==> src/rtl/mem_arbiter.sv <==
// Two-requester arbiter (fetch + data) in front of a single-port memory, one access at a time.
// Optional MEM_ARB_RR_EN: ties in IDLE alternate via a last-grant flop; otherwise data always wins.
module mem_arbiter #(
  parameter int unsigned LAT = 4
) (
  input  logic        clk,
  input  logic        rst,
  input  logic        if_req,
  input  logic [15:0] if_addr,
  input  logic        dm_rd,
  input  logic        dm_wr,
  input  logic [15:0] dm_addr,
  input  logic [15:0] dm_wdata,
  input  logic [15:0] mem_rdata,
  output logic [15:0] mem_addr,
  output logic [15:0] mem_wdata,
  output logic        mem_rd,
  output logic        mem_wr,
  output logic [15:0] if_data,
  output logic [15:0] dm_data,
  output logic        if_done,
  output logic        dm_done,
  output logic        if_stall,
  output logic        dm_stall,
  output logic        err
);

  typedef enum logic [1:0] {IDLE, IF_BUSY, DM_BUSY} state_t;

  localparam logic [3:0] LAST_CNT = 4'(LAT - 1);

  state_t      state_q, state_d;
  logic [3:0]  cnt_q;
  logic [15:0] addr_q, wdata_q;
  logic        wr_q;
  logic [15:0] if_data_q, dm_data_q;
  logic        if_done_q, dm_done_q;

  logic dm_req, idle_ok, grant_dm, grant_if, busy, access_end;

  assign dm_req = dm_rd ^ dm_wr;
  assign err    = dm_rd & dm_wr;
  // A done pulse blocks arbitration for that cycle, so a requester that is
  // still asserting in its done cycle is issued no earlier than done + 2.
  assign idle_ok    = (state_q == IDLE) && !if_done_q && !dm_done_q;
  assign busy       = (state_q != IDLE);
  assign access_end = busy && (cnt_q == LAST_CNT);

`ifdef MEM_ARB_RR_EN
  logic last_dm_q;
  assign grant_dm = idle_ok && dm_req && (!if_req || !last_dm_q);
`else
  assign grant_dm = idle_ok && dm_req;
`endif
  assign grant_if = idle_ok && if_req && !grant_dm;

  // NOTE: sequential state uses non-blocking (<=) so every flop samples pre-edge values.
  always_ff @(posedge clk) begin
    if (!rst) state_q <= IDLE;
    else      state_q <= state_d;
  end

  // NOTE: default assignment first so no path leaves state_d unassigned (no latch).
  always_comb begin
    state_d = state_q;
    unique case (state_q)
      IDLE: begin
        if (grant_dm)      state_d = DM_BUSY;
        else if (grant_if) state_d = IF_BUSY;
      end
      IF_BUSY, DM_BUSY: if (access_end) state_d = IDLE;
      default: state_d = IDLE;
    endcase
  end

  always_comb begin
    mem_rd    = 1'b0;
    mem_wr    = 1'b0;
    mem_addr  = '0;
    mem_wdata = '0;
    if (busy) begin
      mem_addr  = addr_q;
      mem_wdata = wdata_q;
      mem_rd    = (cnt_q == 4'd0) && ((state_q == IF_BUSY) || !wr_q);
      mem_wr    = (cnt_q == 4'd0) && (state_q == DM_BUSY) && wr_q;
    end
  end

  always_ff @(posedge clk) begin
    if (!rst) begin
      cnt_q     <= '0;
      addr_q    <= '0;
      wdata_q   <= '0;
      wr_q      <= 1'b0;
      if_data_q <= '0;
      dm_data_q <= '0;
      if_done_q <= 1'b0;
      dm_done_q <= 1'b0;
    end else begin
      if_done_q <= access_end && (state_q == IF_BUSY);
      dm_done_q <= access_end && (state_q == DM_BUSY);
      if (grant_dm) begin
        cnt_q   <= '0;
        addr_q  <= dm_addr;
        wdata_q <= dm_wdata;
        wr_q    <= dm_wr;
      end else if (grant_if) begin
        cnt_q   <= '0;
        addr_q  <= if_addr;
        wdata_q <= '0;
        wr_q    <= 1'b0;
      end else if (busy) begin
        cnt_q <= cnt_q + 4'd1;
      end
      if (access_end && (state_q == IF_BUSY))          if_data_q <= mem_rdata;
      if (access_end && (state_q == DM_BUSY) && !wr_q) dm_data_q <= mem_rdata;
    end
  end

`ifdef MEM_ARB_RR_EN
  // Reset to "fetch granted last" so the data side wins the first tie.
  always_ff @(posedge clk) begin
    if (!rst)          last_dm_q <= 1'b0;
    else if (grant_dm) last_dm_q <= 1'b1;
    else if (grant_if) last_dm_q <= 1'b0;
  end
`endif

  assign if_data  = if_data_q;
  assign dm_data  = dm_data_q;
  assign if_done  = if_done_q;
  assign dm_done  = dm_done_q;
  assign if_stall = if_req & ~if_done_q;
  assign dm_stall = (dm_rd | dm_wr) & ~dm_done_q;

endmodule

==> config.mk <==
export PLATFORM = sky130hd
export DESIGN_NAME = mem_arbiter
export DESIGN_NICKNAME = d
export VERILOG_FILES = /design/src/rtl/mem_arbiter.sv
export SDC_FILE = /design/constraint.sdc
export NUM_CORES = 1
export LEC_CHECK = 0
export ABC_CLOCK_PERIOD_IN_PS = 2700
export CORE_MARGIN = 4
export CORE_UTILIZATION = 39
export CTS_CLUSTER_DIAMETER = 120
export DETAILED_ROUTE_END_ITERATION = 8
export PLACE_DENSITY = 0.84
export SYNTH_ARGS = -nofsm -noshare
export SYNTH_HDL_FRONTEND = slang
export SYNTH_SLANG_ARGS = --single-unit
==> constraint.sdc <==
create_clock -name clk -period 2.7 [get_ports clk]
set_clock_uncertainty 0.1 [all_clocks]
set_input_delay 0.81 -clock clk [delete_from_list [all_inputs] [get_ports clk]]
set_output_delay 0.81 -clock clk [all_outputs]
set_load 0.02 [all_outputs]
# Word-level counts from Yosys, hierarchy flattened
# Cells that the tools add are included.
[classes] div_mod_pow=0 n_eq_ne=5 n_mul=0 magnitude_cmp=0 n_reduce_logical=24 bitwise=8 addsub=1 muxes=14 n_shift=0
[op_table] cell="16-bit two-way mux" n=6
[op_table] cell="1-bit logical AND" n=12
[op_table] cell="2-bit two-way mux" n=3
[op_table] cell="4-bit by 1-bit adder with 4-bit output (second input constant)" n=1
[op_table] cell="4-bit by 2-bit equality test with 1-bit output (second input constant)" n=1
[op_table] cell="1-bit zero test" n=4
[op_table] cell="4-bit zero test" n=1
[op_table] cell="1-bit two-way mux" n=4
[op_table] cell="2-bit one-hot mux with 2 select lines" n=1
[op_table] cell="2-bit nonzero test" n=2
[op_table] cell="1-bit bitwise AND" n=3
[op_table] cell="3-bit != test (second input constant)" n=1
[op_table] cell="1-bit NOT" n=3
[op_table] cell="3-bit OR reduction" n=1
[op_table] cell="2-bit by 1-bit equality test with 1-bit output (second input constant)" n=1
[op_table] cell="2-bit equality test (second input constant)" n=1
[op_table] cell="2-bit zero test" n=1
[op_table] cell="2-bit != test (second input constant)" n=1
[op_table] cell="2-bit AND reduction" n=1
[op_table] cell="2-bit OR reduction" n=1
[op_table] cell="1-bit logical OR" n=1
[op_table] cell="1-bit OR" n=1
[op_table] cell="1-bit XOR" n=1
[totals] latch_bits=0 memories=0 out_inout_bits=71 in_bits=69 mem_bits_rw=0 regBits=73 mem_bits_ro=0 wordCells=61

# Longest topological paths before layout
[logic_depth] word_depth=9 ltp_mapped=9 ltp_nobuf=6

# Least setup slack after synthesis
# OpenSTA, ideal clock, no wires.
[synth_path] path_type="register to output" start="register state_q[0]" end="output mem_rd" path_stages_with_launch=7 path_buffers=2 required_ns=1.790 t_arrival_ns=1.714 slack_ns=0.076 path_cell_list="dfxtp_1 -> inv_1 -> ha_1 -> buf_6 -> buf_2 -> nor4b_1 -> a21boi_0"
[synth_via] elab_chain_len=4 word_cells_on_any_way=5 classes_between="eq/ne (1); mux (1); reduce/logical (3)"
[synth_rtl] element="start, declared" line_no="32" text="state_t state_q, state_d;"
[synth_rtl] element="start signal, assigned" line_no="60" text="else state_q <= state_d;"
[synth_rtl] element="2-bit by 1-bit equality test with 1-bit output" line_no="84" text="mem_rd = (cnt_q == 4'd0) && ((state_q == IF_BUSY) || !wr_q);"
[synth_rtl] element="1-bit logical OR" line_no="84"
[synth_rtl] element="1-bit logical AND" line_no="84"
[synth_rtl] element="1-bit two-way mux (*)" line_no="81" text="if (busy) begin"
[synth_rtl] element="end, declared" line_no="17" text="output logic mem_rd,"
# Mark *: on every way between the ends. The rest lies on a longest branch, timed or not.

# Worst setup path after layout
[layout_path] start="register state_q[0]" end="output mem_addr[5]"
[layout_via] elab_chain_len=2
[layout_rtl] element="2-bit nonzero test" line_no="46" text="assign busy = (state_q != IDLE);"
[layout_rtl] element="16-bit two-way mux" line_no="81"
[layout_rtl] element="end, declared" line_no="15" text="output logic [15:0] mem_addr,"
# No other way between the ends.

==> impl_metrics.csv <==
group,metric,value,unit
outcome,status,"finished, final reports clean",
power_and_ir_drop,comb_power_share,37.9,%
synth,syn_avg_cell_area,10.22,sq um
cells_and_area,antennaDiodeCount,0,
synth,synthesis.area,3157,sq um
worst_setup_path,cp-start-kind,"flop",
worst_setup_path,critPathKind,"reg2out",
timing,setup_viol,0,
timing,hold_viol_final,0,
placed_design,gp_congestion,0.7572,
timing,worst_slew_pin_slew,0.5700,ns
timing,drv_slew,0,
synth,synth-compound-area-share,16.01,%
floorplanning,dieHeight,97.97,um
cts,ctsRootBufferMaster,"clkbuf_8",
route,first_iter_violations,20,
synth,synth_xor_area_share,0.8323,%
worst_setup_path,rr_endpoint,"if_data[0]",
timing,worst_slack,0.1162,ns
min_path,holdPathStages,1,
floorplanning,io_pins,140,
route,dr.max_layer_used,"met4",
cts,holdBufCountCts,0,
cts,clockBufferDepth,2,
synth,yosysWarnings,0,
floorplanning,start_util,40.43,%
power_and_ir_drop,peakVddDrop,0.4434,mV
synth,synth-async-reset-ratio,0,%
power_and_ir_drop,swShare,33.42,%
power_and_ir_drop,pwr-share-seq,36.9,%
cells_and_area,area_growth,53.59,%
synth,yosysUniqueCellTypes,34,
timing,period_share,95.70,%
route,routed_wl,7946,um
power_and_ir_drop,p_leak,2.028,nW
run,drv_cap,0,
placed_design,place_hpwl,6013,um
synth,synth-edff-count,0,
synth,synth-seq-area-share,46.29,%
power_and_ir_drop,p_int,2.366,mW
worst_setup_path,critical_path_required,1.79,ns
power_and_ir_drop,power.density,732.9,nW/um^2
floorplanning,rows,32,
synth,synth-simple-area-share,18.35,%
cells_and_area,drive_above_1_share,12.06,%
timing,fmax,387.0,MHz
worst_setup_path,cp-end-kind,"output port",
placed_design,dp_worst_setup_slack,-0.5264,ns
floorplanning,core,7807,sq um
global_routing,grtUsageTotal,16.41,%
route,wl_met2,3714,um
synth,syn-instance-count,309,
global_routing,grt_pass1_wl,12930,um
worst_setup_path,cp_max_fo,43,
route,drtAntennaViolNets,0,
route,remaining_drc_errors,0,
placed_design,dpl-instance-area,4682,sq um
cts,htree_levels,3,
global_routing,grt-ovfl-total,0,
cells_and_area,stdcell_area,4848,sq um
global_routing,grt_pass1_vias,2743,
route,routed-wl-met3,610,um
worst_setup_path,r2r_start,"state_q[0]",
synth,syn-num-nets,385,
cts,cts_made_buffers,9,
power_and_ir_drop,power_frac_clock,25.3,%
timing,slew_headroom,61.91,%
cells_and_area,fin_nets,527,
power_and_ir_drop,p_sw,1.187,mW
timing,rsz0062_at_grt,"false",
synth,synthAdderAreaFrac,2.774,%
timing,finalCriticalPeriod,2.584,ns
cts,clk-insertion-delay-late,0.33,ns
min_path,holdPathEnd,"addr_q[11]",
route,num_vias,2698,
floorplanning,die_w,97.97,um
placed_design,io_buffers,139,
floorplanning,dieArea,9598,sq um
cells_and_area,fin_cells,558,
cts,cts_tree,"built",
synth,synthMuxAreaShare,10.46,%
worst_setup_path,r2r_cells,7,
global_routing,grt_max_degree,44,
cts,cts_sinks,73,
route,drt-wirelength-per-cell,14.24,um
synth,ys_ff_latch,73,
synth,synth_top_family_by_area,"simple AND/OR/NAND/NOR gates",
synth,synth_flop_cell,"dfxtp_1",
cts,clk_pin_slew_worst_paths,0.07,ns
placed_design,dp.cells,542,
min_path,hold_path_startpoint,"addr_q[11]",
route,vias_per_cell,4.835,
worst_setup_path,reg2reg_setup_slack,0.60,ns
worst_setup_path,cp.arrival,1.67,ns
route,wirelength_met1,3500,um
min_path,hold_path_class,"reg2reg",
global_routing,antenna_found_initial,0,
route,dr.pass1.iters,4,
-- layer usage --
| metal | vias to the layer above | track usage, % |
|---|---|---|
| met2 | 93 | 26.44 |
| met5 | - | 0 |
| met4 | 0 | 4.899 |
| met1 | 1252 | 20.65 |
| met3 | 14 | 5.857 |
| li1 | 1339 | - |
-- stage by stage --
stage	power (mW)	setup TNS (ns)	hold slack (ns)	utilization, %
6_report	3.554	0	0.3576	62.10
5_1_grt	3.773	0	0.3759	62.10
4_1_cts	3.587	-0.04354	0.3616	62.31
3_5_place_dp	2.728	-1.130	0.3405	59.97
3_3_place_gp	2.690	-0.9936	0.3378	59.97
2_1_floorplan	2.175	0	0.3247	-
-- critical path, cell delays in order, from the launching register on --
cell and delay (ns):
dfxtp_1 0.33, inv_1 0.06, ha_1 0.24, buf_8 0.21
nor2b_1 0.14, dlygate4sd2_1 0.36
-- cell usage after synthesis (all sizes together), types with 2 or more instances --
master	instances	area share [%]
dfxtp	73	46
nor2b	50	9.9
nand2	34	4.0
mux2i	33	10
a21boi	18	5.5
a22o	17	4.7
o2bb2ai	16	4.4
buf	13	3.2
inv	9	1.1
clkbuf	8	0.95
nor2	8	0.95
ha	7	2.8
and3	4	0.79
o21ai	3	0.48
nand3	2	0.48
nor4b	2	1.0
xor2	2	0.55
-- cells in the final DEF (no fill, tap or decap), types with 2 or more instances in the layout --
master / count
inv_1: 9
dlygate4sd2_1: 17
clkbuf_2: 7
bufinv_16: 2
a21boi_2: 12
a22o_1: 17
clkdlybuf4s15_2: 2
clkdlybuf4s15_1: 8
nor2_1: 8
buf_2: 2
clkinv_2: 3
o21ai_0: 3
dlymetal6s2s_1: 2
dfxtp_1: 73
clkdlybuf4s50_1: 100
nand2_1: 34
and3_1: 4
xor2_1: 2
mux2i_1: 33
ha_1: 7
buf_12: 3
nor2b_1: 50
clkbuf_8: 9
o2bb2ai_1: 16
buf_4: 10
a21boi_0: 6
-- power by group through the flow --
stage | clock, mW | sequential (mW) | combinational, mW
2_1_floorplan | 0 | 1.31 | 0.867
3_3_place_gp | 0 | 1.32 | 1.37
3_5_place_dp | 0 | 1.33 | 1.40
4_1_cts | 0.923 | 1.31 | 1.35
5_1_grt | 0.976 | 1.33 | 1.47
6_report | 0.897 | 1.31 | 1.35
-- cell families after synthesis --
kind of cell | Yosys count
muxes | 33
AOI/OAI and AO/OA | 58
xor gates and xnor gates | 3
buffers and inverters | 30
DFF | 73
adders and majority gates | 7
and+or+nand+nor | 105
-- worst max-delay path by stage --
stage	from	to	slack (ns)	depth (start not counted)
finish	state_q[0]	mem_addr[5]	0.12	5
CTS	dm_wr	dm_stall	-0.04	5
detailed placement	dm_wr	dm_stall	-0.53	5
global placement	dm_wr	dm_stall	-0.51	5
floorplan	state_q[0]	mem_rd	0.08	6
global route	state_q[0]	mem_addr[4]	0.002	5
-- repair_timing --
item	in CTS	in global routing
resized for setup	53	29
setup endpoints to repair	37	36
setup buffers	0	0
cloned	0	0
-- cell type report --
| class | count | area [sq um] |
|---|---|---|
| clock inverters | 6 | 82.58 |
| fillers | 673 | 2959 |
| well taps | 102 | 127.6 |
| flip-flops and latches | 73 | 1461 |
| inverters | 9 | 33.78 |
| clock buffers | 10 | 127.6 |
| repair buffers | 152 | 1473 |
| multi-input cells | 206 | 1543 |
-- sequential cells by signal (all words and copies together) (netlist names) --
name and count:
addr_q 16, cnt_q 4, dm_data 16, dm_done 1
if_data 16, if_done 1, state_q 2, wdata_q 16
wr_q 1
No activity file was read; power rests on OpenSTA's default activity.
